[config.mk]
export PLATFORM = sky130hd
export DESIGN_NAME = reg_bank_avalon_interface_flat
export DESIGN_NICKNAME = d
export VERILOG_FILES = /design/src/rtl/reg_bank_avalon_interface_if.sv /design/src/rtl/reg_bank_avalon_interface.sv /design/src/flat_wrapper.sv
export SDC_FILE = /design/constraint.sdc
export NUM_CORES = 1
export LEC_CHECK = 0
export CAP_MARGIN = 25
export CORE_MARGIN = 4
export CORE_UTILIZATION = 40
export DETAILED_ROUTE_END_ITERATION = 10
export PLACE_DENSITY = 0.68
export SETUP_SLACK_MARGIN = 0.02
export SYNTH_ARGS = -nofsm -noshare
export SYNTH_HDL_FRONTEND = slang
export SYNTH_SLANG_ARGS = --single-unit
[constraint.sdc]
create_clock -name clock -period 2.9 [get_ports clock]
set_input_delay 0.58 -clock clock [delete_from_list [all_inputs] [get_ports clock]]
set_output_delay 0.58 -clock clock [all_outputs]
set_load 0.01 [all_outputs]
[src/rtl/reg_bank_avalon_interface_if.sv]
// Avalon-MM slave bus bundle for the register bank: request side in, read return out.
interface reg_bank_avalon_interface_if #(
   parameter int unsigned DATA_WIDTH = 32,
   parameter int unsigned ADDR_WIDTH = 3
) ();
   logic                      chipselect;
   logic [ADDR_WIDTH-1:0]     address;
   logic                      read;
   logic                      write;
   logic [DATA_WIDTH-1:0]     writedata;
   logic [DATA_WIDTH/8-1:0]   byteenable;
   logic [DATA_WIDTH-1:0]     readdata;
   logic                      readdatavalid;

   modport master (
      output chipselect, address, read, write, writedata, byteenable,
      input  readdata, readdatavalid
   );

   modport slave (
      input  chipselect, address, read, write, writedata, byteenable,
      output readdata, readdatavalid
   );
endinterface

[src/rtl/reg_bank_avalon_interface.sv]
// Avalon-MM register bank: NUM_REGS-2 general registers, a sticky W1C STATUS
// register fed by hw_set, a MASK register, registered irq, 1-cycle read latency.
module reg_bank_avalon_interface #(
   parameter int unsigned DATA_WIDTH = 32,
   parameter int unsigned NUM_REGS   = 8,
   parameter int unsigned ADDR_WIDTH = 3
) (
   input  logic                            clock,
   input  logic                            resetn,
   reg_bank_avalon_interface_if.slave      bus,
   output logic [NUM_REGS*DATA_WIDTH-1:0]  Q,
   output logic [NUM_REGS-1:0]             wr_strobe,
   input  logic [DATA_WIDTH-1:0]           hw_set,
   output logic                            irq
);
   localparam int unsigned NUM_LANES  = DATA_WIDTH / 8;
   localparam int unsigned STATUS_IDX = NUM_REGS - 2;
   localparam int unsigned MASK_IDX   = NUM_REGS - 1;

   logic [DATA_WIDTH-1:0] regs_q [NUM_REGS];
   logic [DATA_WIDTH-1:0] regs_d [NUM_REGS];
   logic [DATA_WIDTH-1:0] lane_mask;
   logic [DATA_WIDTH-1:0] status_clr;
   logic [DATA_WIDTH-1:0] rd_mux;
   logic [NUM_REGS-1:0]   wr_sel;
   logic                  wr_acc;
   logic                  rd_acc;

   // Accepted transactions are qualified by chipselect.
   assign wr_acc = bus.chipselect & bus.write;
   assign rd_acc = bus.chipselect & bus.read;

   // Expand byte enables to a bit mask over the data word.
   always_comb begin
      lane_mask = '0;
      for (int unsigned i = 0; i < NUM_LANES; i++) begin
         lane_mask[8*i +: 8] = {8{bus.byteenable[i]}};
      end
   end

   // One-hot register select for an accepted write with any lane enabled;
   // out-of-range addresses match no register and are dropped.
   always_comb begin
      wr_sel = '0;
      for (int unsigned k = 0; k < NUM_REGS; k++) begin
         if (wr_acc && (bus.address == ADDR_WIDTH'(k)) && (|bus.byteenable)) begin
            wr_sel[k] = 1'b1;
         end
      end
   end

   // Next register values: byte merge for plain registers, sticky set/clear for STATUS.
   always_comb begin
      status_clr = '0;
      for (int unsigned k = 0; k < NUM_REGS; k++) begin
         regs_d[k] = regs_q[k];
         if (wr_sel[k] && (k != STATUS_IDX)) begin
            regs_d[k] = (regs_q[k] & ~lane_mask) | (bus.writedata & lane_mask);
         end
      end
      if (wr_sel[STATUS_IDX]) begin
         status_clr = bus.writedata & lane_mask;
      end
      // hw_set is applied after the clear so a simultaneous set wins.
      regs_d[STATUS_IDX] = (regs_q[STATUS_IDX] & ~status_clr) | hw_set;
   end

   // Read mux on pre-update values; unmapped addresses read as zero.
   always_comb begin
      rd_mux = '0;
      for (int unsigned k = 0; k < NUM_REGS; k++) begin
         if (bus.address == ADDR_WIDTH'(k)) begin
            rd_mux = regs_q[k];
         end
      end
   end

   // Register bank and per-register write strobes.
   always_ff @(posedge clock or negedge resetn) begin
      if (!resetn) begin
         for (int unsigned k = 0; k < NUM_REGS; k++) begin
            regs_q[k] <= '0;
         end
         wr_strobe <= '0;
      end else begin
         for (int unsigned k = 0; k < NUM_REGS; k++) begin
            regs_q[k] <= regs_d[k];
         end
         wr_strobe <= wr_sel;
      end
   end

   // Read return path: one-cycle latency, data held between reads.
   always_ff @(posedge clock or negedge resetn) begin
      if (!resetn) begin
         bus.readdata      <= '0;
         bus.readdatavalid <= 1'b0;
      end else begin
         bus.readdatavalid <= rd_acc;
         if (rd_acc) begin
            bus.readdata <= rd_mux;
         end
      end
   end

   // Interrupt follows the current STATUS and MASK contents with one cycle of lag.
   always_ff @(posedge clock or negedge resetn) begin
      if (!resetn) begin
         irq <= 1'b0;
      end else begin
         irq <= |(regs_q[STATUS_IDX] & regs_q[MASK_IDX]);
      end
   end

   // Flattened view of all registers for the datapath.
   for (genvar k = 0; k < NUM_REGS; k++) begin : g_q
      assign Q[k*DATA_WIDTH +: DATA_WIDTH] = regs_q[k];
   end

endmodule

[src/flat_wrapper.sv]
// flat-port wrapper written by rule: the top's interface ports become plain ports
module reg_bank_avalon_interface_flat 
#(
   parameter int unsigned DATA_WIDTH = 32,
   parameter int unsigned NUM_REGS   = 8,
   parameter int unsigned ADDR_WIDTH = 3
)
  (clock, resetn, Q, wr_strobe, hw_set, irq, bus_chipselect, bus_address, bus_read, bus_write, bus_writedata, bus_byteenable, bus_readdata, bus_readdatavalid);
  reg_bank_avalon_interface_if #(.DATA_WIDTH(DATA_WIDTH), .ADDR_WIDTH(ADDR_WIDTH)) bus_i ();
  input  logic clock;
  input  logic resetn;
  output logic [NUM_REGS*DATA_WIDTH-1:0] Q;
  output logic [NUM_REGS-1:0] wr_strobe;
  input  logic [DATA_WIDTH-1:0] hw_set;
  output logic irq;
  input wire logic [$bits(bus_i.chipselect)-1:0] bus_chipselect;
  input wire logic [$bits(bus_i.address)-1:0] bus_address;
  input wire logic [$bits(bus_i.read)-1:0] bus_read;
  input wire logic [$bits(bus_i.write)-1:0] bus_write;
  input wire logic [$bits(bus_i.writedata)-1:0] bus_writedata;
  input wire logic [$bits(bus_i.byteenable)-1:0] bus_byteenable;
  output wire logic [$bits(bus_i.readdata)-1:0] bus_readdata;
  output wire logic [$bits(bus_i.readdatavalid)-1:0] bus_readdatavalid;
  assign bus_i.chipselect = bus_chipselect;
  assign bus_i.address = bus_address;
  assign bus_i.read = bus_read;
  assign bus_i.write = bus_write;
  assign bus_i.writedata = bus_writedata;
  assign bus_i.byteenable = bus_byteenable;
  assign bus_readdata = bus_i.readdata;
  assign bus_readdatavalid = bus_i.readdatavalid;
  reg_bank_avalon_interface #(.DATA_WIDTH(DATA_WIDTH), .NUM_REGS(NUM_REGS), .ADDR_WIDTH(ADDR_WIDTH)) u_core (.clock(clock), .resetn(resetn), .bus(bus_i), .Q(Q), .wr_strobe(wr_strobe), .hw_set(hw_set), .irq(irq));
endmodule
* Yosys cells after proc, flatten, opt, wreduce, memory -nomap -nowiden
Index checks and enable logic that the tools add are counted.
Storage, ports and cells: register bits after elaboration 298, input port bits 76, output and inout port bits 298, word-level logic and storage cells 77
Cells by class: equal/unequal tests 7, mux-type cells 17, bitwise logic cells 22, reduce and logical (&&, ||, !) cells 19
Operators by type and width (count):
- bitwise AND 32 bit | 10
- 2-to-1 mux 32 bit | 9
- OR 32 bit | 8
- inverter 32 bit | 2
- OR reduction 32 bit | 1
- logical AND 1 bit | 16
- equality test 3 bit, second input constant | 4
- 2-to-1 mux 1 bit | 8
- equality test 3 x 2 -> 1 bit, second input constant | 2
- OR reduction 4 bit | 1
- equality test 3 x 1 -> 1 bit, second input constant | 1
- zero test 3 bit | 1
- bitwise AND 1 bit | 2

* Depth between registers and ports, before layout
depth in word-level cells 9, gate-level depth with buffers 7

* Least setup slack after synthesis
OpenSTA, ideal clock, no wires.
path type input-to-reg, start point in bus_address[1], end point reg u_core.bus.readdata[2], data arrival time 1.643 ns, path slack 1.123 ns, stages on the path 7, cells stage by stage buf_4 buf_4 buf_4 mux2i_1 nor2_1 a221oi_1 o31ai_1
Between the ends: longest elaborated chain between the ends 9, elaborated cells on any way between the ends 16, those cells by class 7 x eq/ne; 8 x mux; 1 x reduce/logical
Ends and longest elaborated chain:
- start, declared | line flat_wrapper.sv:17 | input wire logic [$bits(bus_i.address)-1:0] bus_address;
- zero test 3 bit | line reg_bank_avalon_interface.sv:72 | if (bus.address == ADDR_WIDTH'(k)) begin
- 2-to-1 mux 32 bit (7 in a row) | line reg_bank_avalon_interface.sv:72
- 2-to-1 mux 32 bit * | line reg_bank_avalon_interface.sv:72
- end signal, assigned | line reg_bank_avalon_interface.sv:101 | bus.readdata <= rd_mux;
- end, declared | line reg_bank_avalon_interface_if.sv:22 | output readdata, readdatavalid
Every way passes the cells marked *; elsewhere a longest branch is shown, timed or not. A chain may end at the register's enable or synchronous reset.

==> flow_summary.json <==
{
  "grt_pass1_wl_um": 75730,
  "ys.flop_type": "dfrtp_1",
  "grt_pass1_vias": 11466,
  "initial_core_util_pct": 40.50,
  "synth_fp_nets": 1193,
  "cts_hold_buf": 0,
  "finalMaxSlewViolations": 0,
  "routed_via_density": 5.646,
  "die_y_um": 195.0,
  "syn_inst": 1117,
  "grt_overflow": 0,
  "synth_top_family_by_area": "multiplexers",
  "powerDensity_nw_per_um2": 683.7,
  "cp_top_family": "buffers and inverters",
  "leakage_nw": 8.280,
  "ys_ff_latch": 298,
  "yosysWarnings": 0,
  "r2r_end": "u_core.irq$_DFF_PN0_",
  "required_ns": 2.32,
  "drv_cap": 0,
  "synth_xor_area_share_pct": 0,
  "grtUsageMet3_pct": 5.504,
  "numCtsBuffers": 35,
  "grt_max_degree": 81,
  "ys_async_sr_fraction_pct": 100.0,
  "use_met2_pct": 42.04,
  "syn2layout_area_growth_pct": 38.87,
  "rsz0062_at_grt": "false",
  "detail-route-antenna-nets": 0,
  "vias": 11184,
  "clock.fmax_mhz": 453.5,
  "setup_tns_ns": 0,
  "reg2reg_depth": 3,
  "path_clk_slew_ns": 0.06,
  "crit_buf_inv": 1,
  "cts_setup_buffers": 0,
  "synth-seq-area-share_pct": 53.30,
  "status": "completed",
  "antenna_found_initial": 5,
  "layout_commonest_cell": "clkdlybuf4s50_1",
  "fillers": 2946,
  "synthSimpleGateAreaFrac_pct": 8.344,
  "port_buffers": 373,
  "cpMaxStageDelayCell": "clkdlybuf4s50_1",
  "core-area_um2": 34540,
  "dieArea_um2": 38030,
  "busiest_layer": "met2",
  "slew-limit-headroom_pct": 51.23,
  "synth-adder-area-share_pct": 0,
  "clk_path_buf_depth": 3,
  "post-route-util_pct": 56.24,
  "rows": 68,
  "rrSetupSlack_ns": 1.21,
  "drc_errors": 0,
  "synth_cell_types": 37,
  "dp_hpwl_um": 35630,
  "track_usage_pct": 25.76,
  "drt_first_iter_violations": 640,
  "die_w_um": 195.0,
  "tightestPinTransition_ns": 0.7316,
  "wirelength_um": 50640,
  "drive_gt1_share_pct": 21.09,
  "hold_class": "primary input to async pin",
  "synth_area_um2": 13990,
  "worst_setup_path_start_kind": "flop",
  "hold_viol": 0,
  "critical_path_class": "flop to output pin",
  "synth-compound-area-share_pct": 13.45,
  "setup_viol": 0,
  "cts.sinks": 298,
  "cp-end-kind": "output pin",
  "cts_tree": "done",
  "cts_root_buffer": "clkbuf_16",
  "cp_data_arrival_time_ns": 1.62,
  "clock-skew-final_ns": 0.01257,
  "fin_crit_ns": 2.205,
  "gp_congestion": 0.8545,
  "finalCritPeriodShare_pct": 76.03,
  "h-tree-depth": 2,
  "crit_fanout": 4,
  "cp_cell_sequence": "clkdlybuf4s50_1",
  "synth_edf_count": 0,
  "post_drt_wl_per_cell_um": 25.56,
  "nNetsFinal": 1578,
  "final_cell_mix": "clkdlybuf4s50_1, dfrtp_1, mux2_2",
  "ctsResizeCount": 0,
  "clk_latency_ns": 0.51,
  "met1_usage_pct": 35.22,
  "first_pass_iters": 5,
  "pin_count": 374,
  "ir_drop_v": 0.0004952,
  "yosys-mux-area-fraction_pct": 22.61,
  "slowest_delay_ns": 0.60,
  "post_synth.cell_area_avg_um2": 12.53
}
-- synthesized netlist by cell type (2+ instances only) --
cell	n	area share (%)
a21o_1	64	3.4
a221oi_1	32	2.0
a22oi_1	16	0.86
a2bb2oi_1	64	4.0
a31oi_1	32	1.4
and3_1	4	0.18
buf_1	7	0.19
buf_2	22	0.79
buf_4	12	0.64
clkbuf_1	19	0.51
dfrtp_1	298	53
mux2_1	19	1.5
mux2_2	205	16
mux2i_1	64	4.6
nand2_1	105	2.8
nand2_2	8	0.36
nand2b_1	33	1.5
nand3_1	5	0.18
nand3_4	2	0.25
nand4_1	4	0.18
nor2_1	40	1.1
nor2_4	12	0.97
nor2b_1	4	0.18
o31ai_1	32	1.7
or4_1	2	0.11
-- how the worst max path moves through the flow --
stage                                  from                                  to  slack [ns]  depth (start not counted)
floorplan                    bus_address[1]  u_core.bus.readdata[2]$_DFFE_PN0P_        1.12                          7
global placement             bus_chipselect                                flop        0.28                          4
detailed placement           bus_chipselect                                flop        0.25                          4
CTS                 u_core.Q[193]$_DFF_PN0_                              Q[193]        0.67                          1
global route                           flop                              Q[231]        0.62                          1
finish                                 flop                              Q[226]        0.70                          1
-- per-layer routing --
metal	up-vias	wire [um]
li1	4934	-
met1	5752	21690
met2	421	24390
met3	75	3292
met4	2	1246
met5	-	20
-- logic make-up after synthesis --
logic type      Yosys count
compound gates          240
buf+inv                  64
mux                     288
simple gates            227
flops                   298
-- where the power goes --
group	internal (mW)	switching [mW]
registers	4.85	0.704
logic	2.07	1.48
clock network	2.49	1.69
-- through the flow --
| step | instance area (um2) | std cells | setup slack, ns | hold slack [ns] | power [mW] |
|---|---|---|---|---|---|
| floorplan | 13990 | 1117 | 1.123 | 0.2844 | 6.945 |
| global placement | 18360 | 1920 | 0.2775 | 0.4616 | 9.125 |
| detailed placement | 18360 | 1920 | 0.2495 | 0.4704 | 9.187 |
| CTS | 19420 | 1977 | 0.6654 | 0.08769 | 13.39 |
| global route | 19430 | 1980 | 0.6242 | 0.09808 | 13.85 |
| finish | 19430 | 1981 | 0.6951 | 0.04479 | 13.28 |
-- final cells by class --
class                   instances  area [um2]  area share [%]
repair buffers                410        4098           21.09
multi-input cells             755        6225           32.04
clock inverters                 3       42.54          0.2190
inverters                       2       7.507         0.03864
flip-flops and latches        298        7457           38.38
diodes                          4       10.01         0.05152
well taps                     455       569.3           2.930
clock buffers                  54        1020           5.249
No activity file was read; power rests on OpenSTA's default activity.
